<file path="src/rtl/main_reduced_dac.sv">
// Single-channel amplifier-to-DAC output path: frame sequencer, sample conditioning,
// serial DAC shifter and threshold/window logic. Define MAIN_REDUCED_HPF_EN to build the HPF.
module main_reduced_dac (
  input  logic        dataclk,
  input  logic        reset,
  input  logic [15:0] ampl_to_DAC,
  input  logic        SPI_start,
  input  logic [15:0] DAC_sequencer_1,
  input  logic        DAC_sequencer_en_1,
  input  logic        DAC_en,
  input  logic [2:0]  DAC_gain,
  input  logic [6:0]  DAC_noise_suppress,
  input  logic [15:0] HPF_coefficient,
  input  logic        HPF_en,
  input  logic        DAC_reref_mode,
  input  logic        DAC_1_input_is_ref,
  input  logic [15:0] DAC_reref_register,
  input  logic [15:0] DAC_thrsh_1,
  input  logic        DAC_thrsh_pol_1,
  input  logic        DAC_fsm_mode,
  input  logic [7:0]  DAC_edge_type,
  input  logic [15:0] DAC_start_win_1,
  input  logic [15:0] DAC_stop_win_1,
  input  logic [15:0] DAC_stop_max,
  output logic        DAC_thresh_out,
  output logic        fsm_window_state,
  output logic [15:0] DAC_output_register_1,
  output logic        DAC_SYNC,
  output logic        DAC_SCLK,
  output logic        DAC_DIN,
  output logic [31:0] main_state,
  output logic [5:0]  channel,
  output logic        sample_CLK_out
);

  typedef enum logic {WIN_IDLE, WIN_COUNT} win_state_t;

  // ---------------- frame sequencer ----------------
  logic [4:0]  st_q, st_nxt;
  logic [5:0]  ch_q, ch_nxt;
  logic        advance;
  logic        spi_active;
  logic [3:0]  bit_idx;
  logic [15:0] spi_src, spi_word_q;
  logic [15:0] out_q;

  // A frame in progress always completes; only the 0/0 position waits for SPI_start.
  always_comb begin
    advance = SPI_start || (st_q != '0) || (ch_q != '0);
    st_nxt  = st_q;
    ch_nxt  = ch_q;
    if (advance) begin
      st_nxt = st_q + 5'd1;
      if (st_q == 5'd31) ch_nxt = (ch_q == 6'd34) ? '0 : ch_q + 6'd1;
    end
    spi_active = advance && (ch_nxt == 6'd34);
    bit_idx    = 4'd15 - st_nxt[4:1];
    spi_src    = (st_nxt == '0) ? out_q : spi_word_q;
  end

  // Bus outputs are registered from the next counter value so they line up with main_state.
  always_ff @(posedge dataclk) begin
    if (!reset) begin
      st_q           <= '0;
      ch_q           <= '0;
      sample_CLK_out <= 1'b0;
      DAC_SYNC       <= 1'b1;
      DAC_SCLK       <= 1'b0;
      DAC_DIN        <= 1'b0;
      spi_word_q     <= '0;
    end else begin
      st_q           <= st_nxt;
      ch_q           <= ch_nxt;
      sample_CLK_out <= advance && (ch_nxt <= 6'd16);
      DAC_SYNC       <= !spi_active;
      DAC_SCLK       <= spi_active && st_nxt[0];
      DAC_DIN        <= spi_active && spi_src[bit_idx];
      if (spi_active && st_nxt == '0) spi_word_q <= out_q;
    end
  end

  assign main_state = {27'd0, st_q};
  assign channel    = ch_q;

  // ---------------- capture and configuration snapshot ----------------
  logic [5:0]  cap_slot;
  logic        capture, pend_q;
  logic [15:0] amp_q, reref_q, thr_q, start_q, stop_q, stop_max_q;
  logic [2:0]  gain_q;
  logic [6:0]  ns_q;
  logic        en_q, reref_sub_q, pol_q, fsm_mode_q, edge_fall_q;

  assign cap_slot = DAC_sequencer_en_1 ? DAC_sequencer_1[5:0] : '0;
  assign capture  = advance && (ch_q == cap_slot) && (st_q == '0);

  always_ff @(posedge dataclk) begin
    if (!reset) begin
      pend_q      <= 1'b0;
      amp_q       <= 16'h8000;
      reref_q     <= 16'h8000;
      thr_q       <= '0;
      start_q     <= '0;
      stop_q      <= '0;
      stop_max_q  <= '0;
      gain_q      <= '0;
      ns_q        <= '0;
      en_q        <= 1'b0;
      reref_sub_q <= 1'b0;
      pol_q       <= 1'b0;
      fsm_mode_q  <= 1'b0;
      edge_fall_q <= 1'b0;
    end else if (capture) begin
      pend_q      <= 1'b1;
      amp_q       <= ampl_to_DAC;
      reref_q     <= DAC_reref_register;
      thr_q       <= DAC_thrsh_1;
      start_q     <= DAC_start_win_1;
      stop_q      <= DAC_stop_win_1;
      stop_max_q  <= DAC_stop_max;
      gain_q      <= DAC_gain;
      ns_q        <= DAC_noise_suppress;
      en_q        <= DAC_en;
      reref_sub_q <= DAC_reref_mode && !DAC_1_input_is_ref;
      pol_q       <= DAC_thrsh_pol_1;
      fsm_mode_q  <= DAC_fsm_mode;
      edge_fall_q <= DAC_edge_type[0];
    end else if (pend_q && st_q == 5'd9) begin
      pend_q      <= 1'b0;
    end
  end

  // ---------------- conditioning datapath (one stage per main_state) ----------------
  logic signed [17:0] amp_s, ref_s, x_c, x_q;
  logic signed [18:0] d_q;
  logic signed [26:0] g_c;
  logic signed [15:0] y_c, y_q, z_q;
  logic        [16:0] mag_c;

  always_comb begin
    amp_s = $signed({2'b00, amp_q}) - 18'sd32768;
    ref_s = $signed({2'b00, reref_q}) - 18'sd32768;
    x_c   = reref_sub_q ? (amp_s - ref_s) : amp_s;
    g_c   = 27'(d_q) <<< gain_q;
    if (g_c > 27'sd32767)       y_c = 16'sh7FFF;
    else if (g_c < -27'sd32768) y_c = 16'sh8000;
    else                        y_c = g_c[15:0];
    mag_c = y_q[15] ? (17'd0 - 17'(y_q)) : 17'(y_q);
  end

`ifdef MAIN_REDUCED_HPF_EN
  logic        [15:0] coef_q;
  logic               hpf_en_q;
  logic signed [17:0] lp_q;
  logic signed [35:0] prod_q, prod_sh;
  logic               unused_cfg;

  assign prod_sh    = prod_q >>> 16;
  assign unused_cfg = ^{DAC_sequencer_1[15:6], DAC_edge_type[7:1]};

  always_ff @(posedge dataclk) begin
    if (!reset) begin
      coef_q   <= '0;
      hpf_en_q <= 1'b0;
      lp_q     <= '0;
      prod_q   <= '0;
    end else begin
      if (capture) begin
        coef_q   <= HPF_coefficient;
        hpf_en_q <= HPF_en;
      end
      if (pend_q && st_q == 5'd2 && !hpf_en_q) lp_q <= '0;
      if (pend_q && st_q == 5'd3) prod_q <= $signed({1'b0, coef_q}) * d_q;
      if (pend_q && st_q == 5'd4 && hpf_en_q) lp_q <= lp_q + $signed(prod_sh[17:0]);
    end
  end
`else
  logic unused_cfg;
  assign unused_cfg = ^{DAC_sequencer_1[15:6], DAC_edge_type[7:1], HPF_coefficient, HPF_en};
`endif

  always_ff @(posedge dataclk) begin
    if (!reset) begin
      x_q   <= '0;
      d_q   <= '0;
      y_q   <= '0;
      z_q   <= '0;
      out_q <= 16'h8000;
    end else if (pend_q) begin
      case (st_q)
        5'd1: x_q <= x_c;
`ifdef MAIN_REDUCED_HPF_EN
        5'd2: d_q <= hpf_en_q ? (19'(x_q) - 19'(lp_q)) : 19'(x_q);
`else
        5'd2: d_q <= 19'(x_q);
`endif
        5'd5: y_q <= y_c;
        5'd6: z_q <= (!en_q || mag_c < {6'd0, ns_q, 4'd0}) ? 16'sd0 : y_q;
        5'd8: out_q <= {~z_q[15], z_q[14:0]};
        default: ;
      endcase
    end
  end

  assign DAC_output_register_1 = out_q;

  // ---------------- comparator and post-crossing window ----------------
  win_state_t  win_q, win_nxt;
  logic [15:0] cnt_q, cnt_nxt;
  logic        cmp_q, cmp_nxt, cmp_c, edge_hit, window_nxt, thresh_nxt, step9;

  assign step9 = pend_q && (st_q == 5'd9);

  always_comb begin
    win_nxt    = win_q;
    cnt_nxt    = cnt_q;
    cmp_nxt    = cmp_q;
    window_nxt = fsm_window_state;
    thresh_nxt = DAC_thresh_out;
    edge_hit   = 1'b0;
    cmp_c      = pol_q ? (out_q >= thr_q) : (out_q <= thr_q);
    if (step9) begin
      cmp_nxt  = cmp_c;
      edge_hit = edge_fall_q ? (!cmp_c && cmp_q) : (cmp_c && !cmp_q);
      case (win_q)
        WIN_IDLE:  if (edge_hit) begin
                     win_nxt = WIN_COUNT;
                     cnt_nxt = '0;
                   end
        WIN_COUNT: if (cnt_q == stop_max_q) win_nxt = WIN_IDLE;
                   else cnt_nxt = cnt_q + 16'd1;
        default:   win_nxt = WIN_IDLE;
      endcase
      window_nxt = (win_nxt == WIN_COUNT) && (start_q <= cnt_nxt) && (cnt_nxt <= stop_q);
      thresh_nxt = cmp_c && (!fsm_mode_q || window_nxt);
    end
  end

  always_ff @(posedge dataclk) begin
    if (!reset) begin
      win_q            <= WIN_IDLE;
      cnt_q            <= '0;
      cmp_q            <= 1'b0;
      fsm_window_state <= 1'b0;
      DAC_thresh_out   <= 1'b0;
    end else begin
      win_q            <= win_nxt;
      cnt_q            <= cnt_nxt;
      cmp_q            <= cmp_nxt;
      fsm_window_state <= window_nxt;
      DAC_thresh_out   <= thresh_nxt;
    end
  end

endmodule

</file>
<file path="config.mk">
export PLATFORM = sky130hd
export DESIGN_NAME = main_reduced_dac
export DESIGN_NICKNAME = d
export VERILOG_FILES = /design/src/rtl/main_reduced_dac.sv
export SDC_FILE = /design/constraint.sdc
export NUM_CORES = 1
export LEC_CHECK = 0
export CORE_AREA = 4 4 188 190
export DETAILED_ROUTE_END_ITERATION = 12
export DIE_AREA = 0 0 192 194
export SLEW_MARGIN = 20
export SYNTH_ARGS = -nofsm -noshare
export SYNTH_HDL_FRONTEND = slang
export SYNTH_SLANG_ARGS = --single-unit
</file>
<file path="constraint.sdc">
create_clock -name dataclk -period 5.3 [get_ports dataclk]
set_input_delay 1.325 -clock dataclk [delete_from_list [all_inputs] [get_ports dataclk]]
set_output_delay 1.325 -clock dataclk [all_outputs]
set_load 0.02 [all_outputs]
</file>
==> impl_metrics.py <==
metrics = {
    "status": {
        "status": "completed",
    },
    "drt": {
        "postRouteAntennaNets": 0,
        "drc": 0,
        "firstDrtPassIters": 6,
        "drt-met1-wl_um": 16670,
        "via_per_inst": 5.153,
        "first_iter_violations": 585,
        "met3WireLength_um": 1666,
        "wl_um": 33540,
        "wl_per_cell_um": 15.71,
        "met2_length_um": 14690,
        "vias": 11000,
        "routed.top_layer": "met4",
    },
    "global_routing": {
        "grt_usage": 0.1729,
        "antenna_found_initial": 0,
        "grt_max_degree": 73,
        "grt_pass1_wl_um": 54130,
        "overflow": 0,
        "grt_pass1_vias": 10470,
    },
    "clocking": {
        "cts_buffers": 29,
        "clockRootBuffer": "clkbuf_16",
        "cts_tree": "yes",
        "clk_latency_ns": 0.54,
        "cts_buffer_depth": 3,
        "cts_htree_levels": 1,
        "clock-sinks": 247,
        "path_clk_slew_ns": 0.06,
    },
    "finish": {
        "drive_above_1_share": 0.07414,
        "seq_area_um2": 4945,
        "fin_nets": 1902,
        "multi_input_area_um2": 7619,
        "final_cell_area_um2": 16090,
        "syn_to_final_growth_pct": 20.70,
        "fillCellCount": 3223,
        "antenna_cells": 0,
        "layout_common_cells": "dfxtp_1 (247), nor2_1 (193), clkdlybuf4s50_1 (153), mux2i_1 (144), nand2_1 (142)",
        "final_common_cell": "dfxtp_1",
    },
    "pwr": {
        "p_int_w": 0.003622,
        "p_clk_frac": 0.365,
        "switching_share": 0.2956,
        "power_density_nw_per_um2": 319.5,
        "p_comb_frac": 0.237,
        "p_leak_nw": 6.832,
        "seqPwrFrac": 0.398,
        "net-switching-power_w": 0.001520,
        "ir_worst_vdd_mv": 0.2272,
    },
    "setup_path": {
        "reg2reg_depth": 18,
        "worstPathMaxFanout": 7,
        "arrival_ns": 5.41,
        "crit_type": "flip-flop to flip-flop",
        "cp.required_ns": 5.78,
        "worstSetupEndpointType": "flip-flop",
        "r2r_start": "DAC_output_register_1[15]",
        "r2r_slack_ns": 0.36,
        "cp-start-kind": "flip-flop",
        "reg2reg_to": "DAC_thresh_out",
    },
    "floorplanning": {
        "dieArea_um2": 37250,
        "initial_core_util": 0.3986,
        "core_um2": 33450,
        "die_w_um": 192,
        "ios": 216,
        "die_y_um": 194,
        "rows": 67,
    },
    "worst_hold_path": {
        "holdPathEnd": "d_q[7]",
        "holdPathStages": 2,
        "holdCritStartpoint": "x_q[7]",
        "hold_path_class": "flip-flop to flip-flop",
    },
    "timing": {
        "setup-violations-final": 0,
        "rsz0062_at_grt": "no",
        "worst_pin_slew_ns": 1.032,
        "drv_slew": 0,
        "skew_ns": 0.01320,
        "clock.fmax_mhz": 202.5,
        "hold_viol": 0,
        "setup_tns_ns": 0,
        "relSlewSlack": 0.3097,
        "period_minus_slack_ns": 4.937,
        "fin_crit_sh": 0.9316,
    },
    "synth": {
        "synth_edf_count": 0,
        "syn_avg_cell_area_um2": 8.647,
        "ys_ff_latch": 247,
        "async_flop_share": 0,
        "synth.yosys.seq_area_share": 0.3708,
        "ys.flop_type": "dfxtp_1",
        "ys_types": 86,
        "ys_warn_count": 0,
        "synthCells": 1542,
        "syn_area_um2": 13330,
    },
    "placed_design": {
        "place.gp.congestion": 0.9020,
        "io_buffers": 154,
        "dpl_cell_area_um2": 15190,
        "place_hpwl_um": 24900,
    },
    "run": {
        "maxCapViolations": 0,
    },
}
## final cells by class
class | count | share of cell area
well taps | 448 | 0.03483
inverters | 84 | 0.01990
clock inverters | 9 | 0.004120
repair buffers | 179 | 0.1087
clock buffers | 42 | 0.05185
multi-input cells | 1125 | 0.4734
flip-flops and latches | 247 | 0.3072
## sequential cells by signal (all words and copies together), names as in the netlist, 3 cells and up
signal                 count
st_q                       5
spi_word_q                16
y_q                       16
start_q                   16
cnt_q                     16
gain_q                     3
d_q                       18
stop_max_q                16
DAC_output_register_1     16
channel                    6
ns_q                       7
amp_q                     16
stop_q                    16
reref_q                   16
thr_q                     16
x_q                       18
z_q                       16
## per-stage QoR
stage,hold WS [ns],setup slack (ns),utilization,power [W],std cells
final,0.4483,0.3628,0.4812,0.005143,2134
after global routing,0.4680,0.03770,0.4812,0.005433,2134
after CTS,0.4488,0.3429,0.4809,0.005205,2134
after detailed placement,0.4458,0.3856,0.4540,0.003305,2083
after global placement,0.4386,0.3888,0.4539,0.003285,2083
after floorplan,0.4287,0.9722,-,0.002969,1568
## layer usage
metal,global-route usage,up-vias
met5,0,-
met4,0.03249,0
met3,0.02719,42
met2,0.2759,237
met1,0.2496,5090
li1,-,5627
## cells in the mapped netlist (14+ instances only)
library cell,instances,area (µm²)
a21oi_1,112,560.5
buf_4,27,202.7
a22o_1,16,140.1
nor2_1,193,724.4
clkbuf_1,70,262.8
nor3_1,30,150.1
dfxtp_1,247,4945
o21ai_0,47,235.2
o221a_2,17,191.4
and2_1,14,87.58
nand2_1,142,533.0
ha_1,79,988.5
mux2i_1,144,1441
nand3_1,29,145.1
inv_1,82,307.8
a31oi_1,14,87.58
xnor2_1,30,262.8
a21o_1,18,135.1
nand4_1,15,93.84
## logic make-up (layout without fill, tap and decap cells)
group	Yosys count	after routing	share of synthesized area
buffers and inverters	196	314	0.06681
xor gates and xnor gates	36	36	0.02365
adders and majority gates	80	80	0.07563
DFF	247	247	0.3708
muxes	160	160	0.1275
and+or+nand+nor	504	504	0.1741
AOI/OAI and AO/OA	318	318	0.1612
other	1	27	0.0002812
## power by group through the flow
stage | clock network, W | logic (W) | registers (W)
after floorplan | 0 | 0.000913 | 0.00206
after global placement | 0 | 0.00120 | 0.00208
after detailed placement | 0 | 0.00122 | 0.00209
after CTS | 0.00193 | 0.00122 | 0.00205
after global routing | 0.00201 | 0.00136 | 0.00206
final | 0.00188 | 0.00122 | 0.00205
## critical path, stage by stage, from the launching register on
cell and delay (ns):
dfxtp_1 0.44, ha_1 0.30, nand4_1 0.19, nor2_1 0.07, a221o_1 0.33, or4_1 0.40
nand3_1 0.26, mux2_2 0.44, and2_1 0.18, a21o_1 0.19, ha_1 0.29, a21o_1 0.19
a21o_1 0.17, a21oi_1 0.18, o21ai_0 0.15, a2111oi_1 0.46, o22ai_1 0.22, a21oi_1 0.21
a41o_1 0.19
## worst max path at each step
stage / start / endpoint / slack [ns] / depth (start not counted)
global placement: DAC_output_register_1[15] / fsm_window_state / 0.39 / 18
finish: DAC_output_register_1[15] / DAC_thresh_out / 0.36 / 18
global route: DAC_output_register_1[15] / DAC_thresh_out / 0.04 / 17
detailed placement: DAC_output_register_1[15] / fsm_window_state / 0.39 / 17
CTS: DAC_output_register_1[15] / DAC_thresh_out / 0.34 / 17
floorplan: DAC_output_register_1[7] / fsm_window_state / 0.97 / 18
## what timing repair did
item / in CTS / in global routing
setup endpoints to repair: 0 / 2
setup buffers: 0 / 0
resized for setup: 0 / 2
hold buffers: 0 / 0
Note: power is estimated with default switching activity, not from simulation.
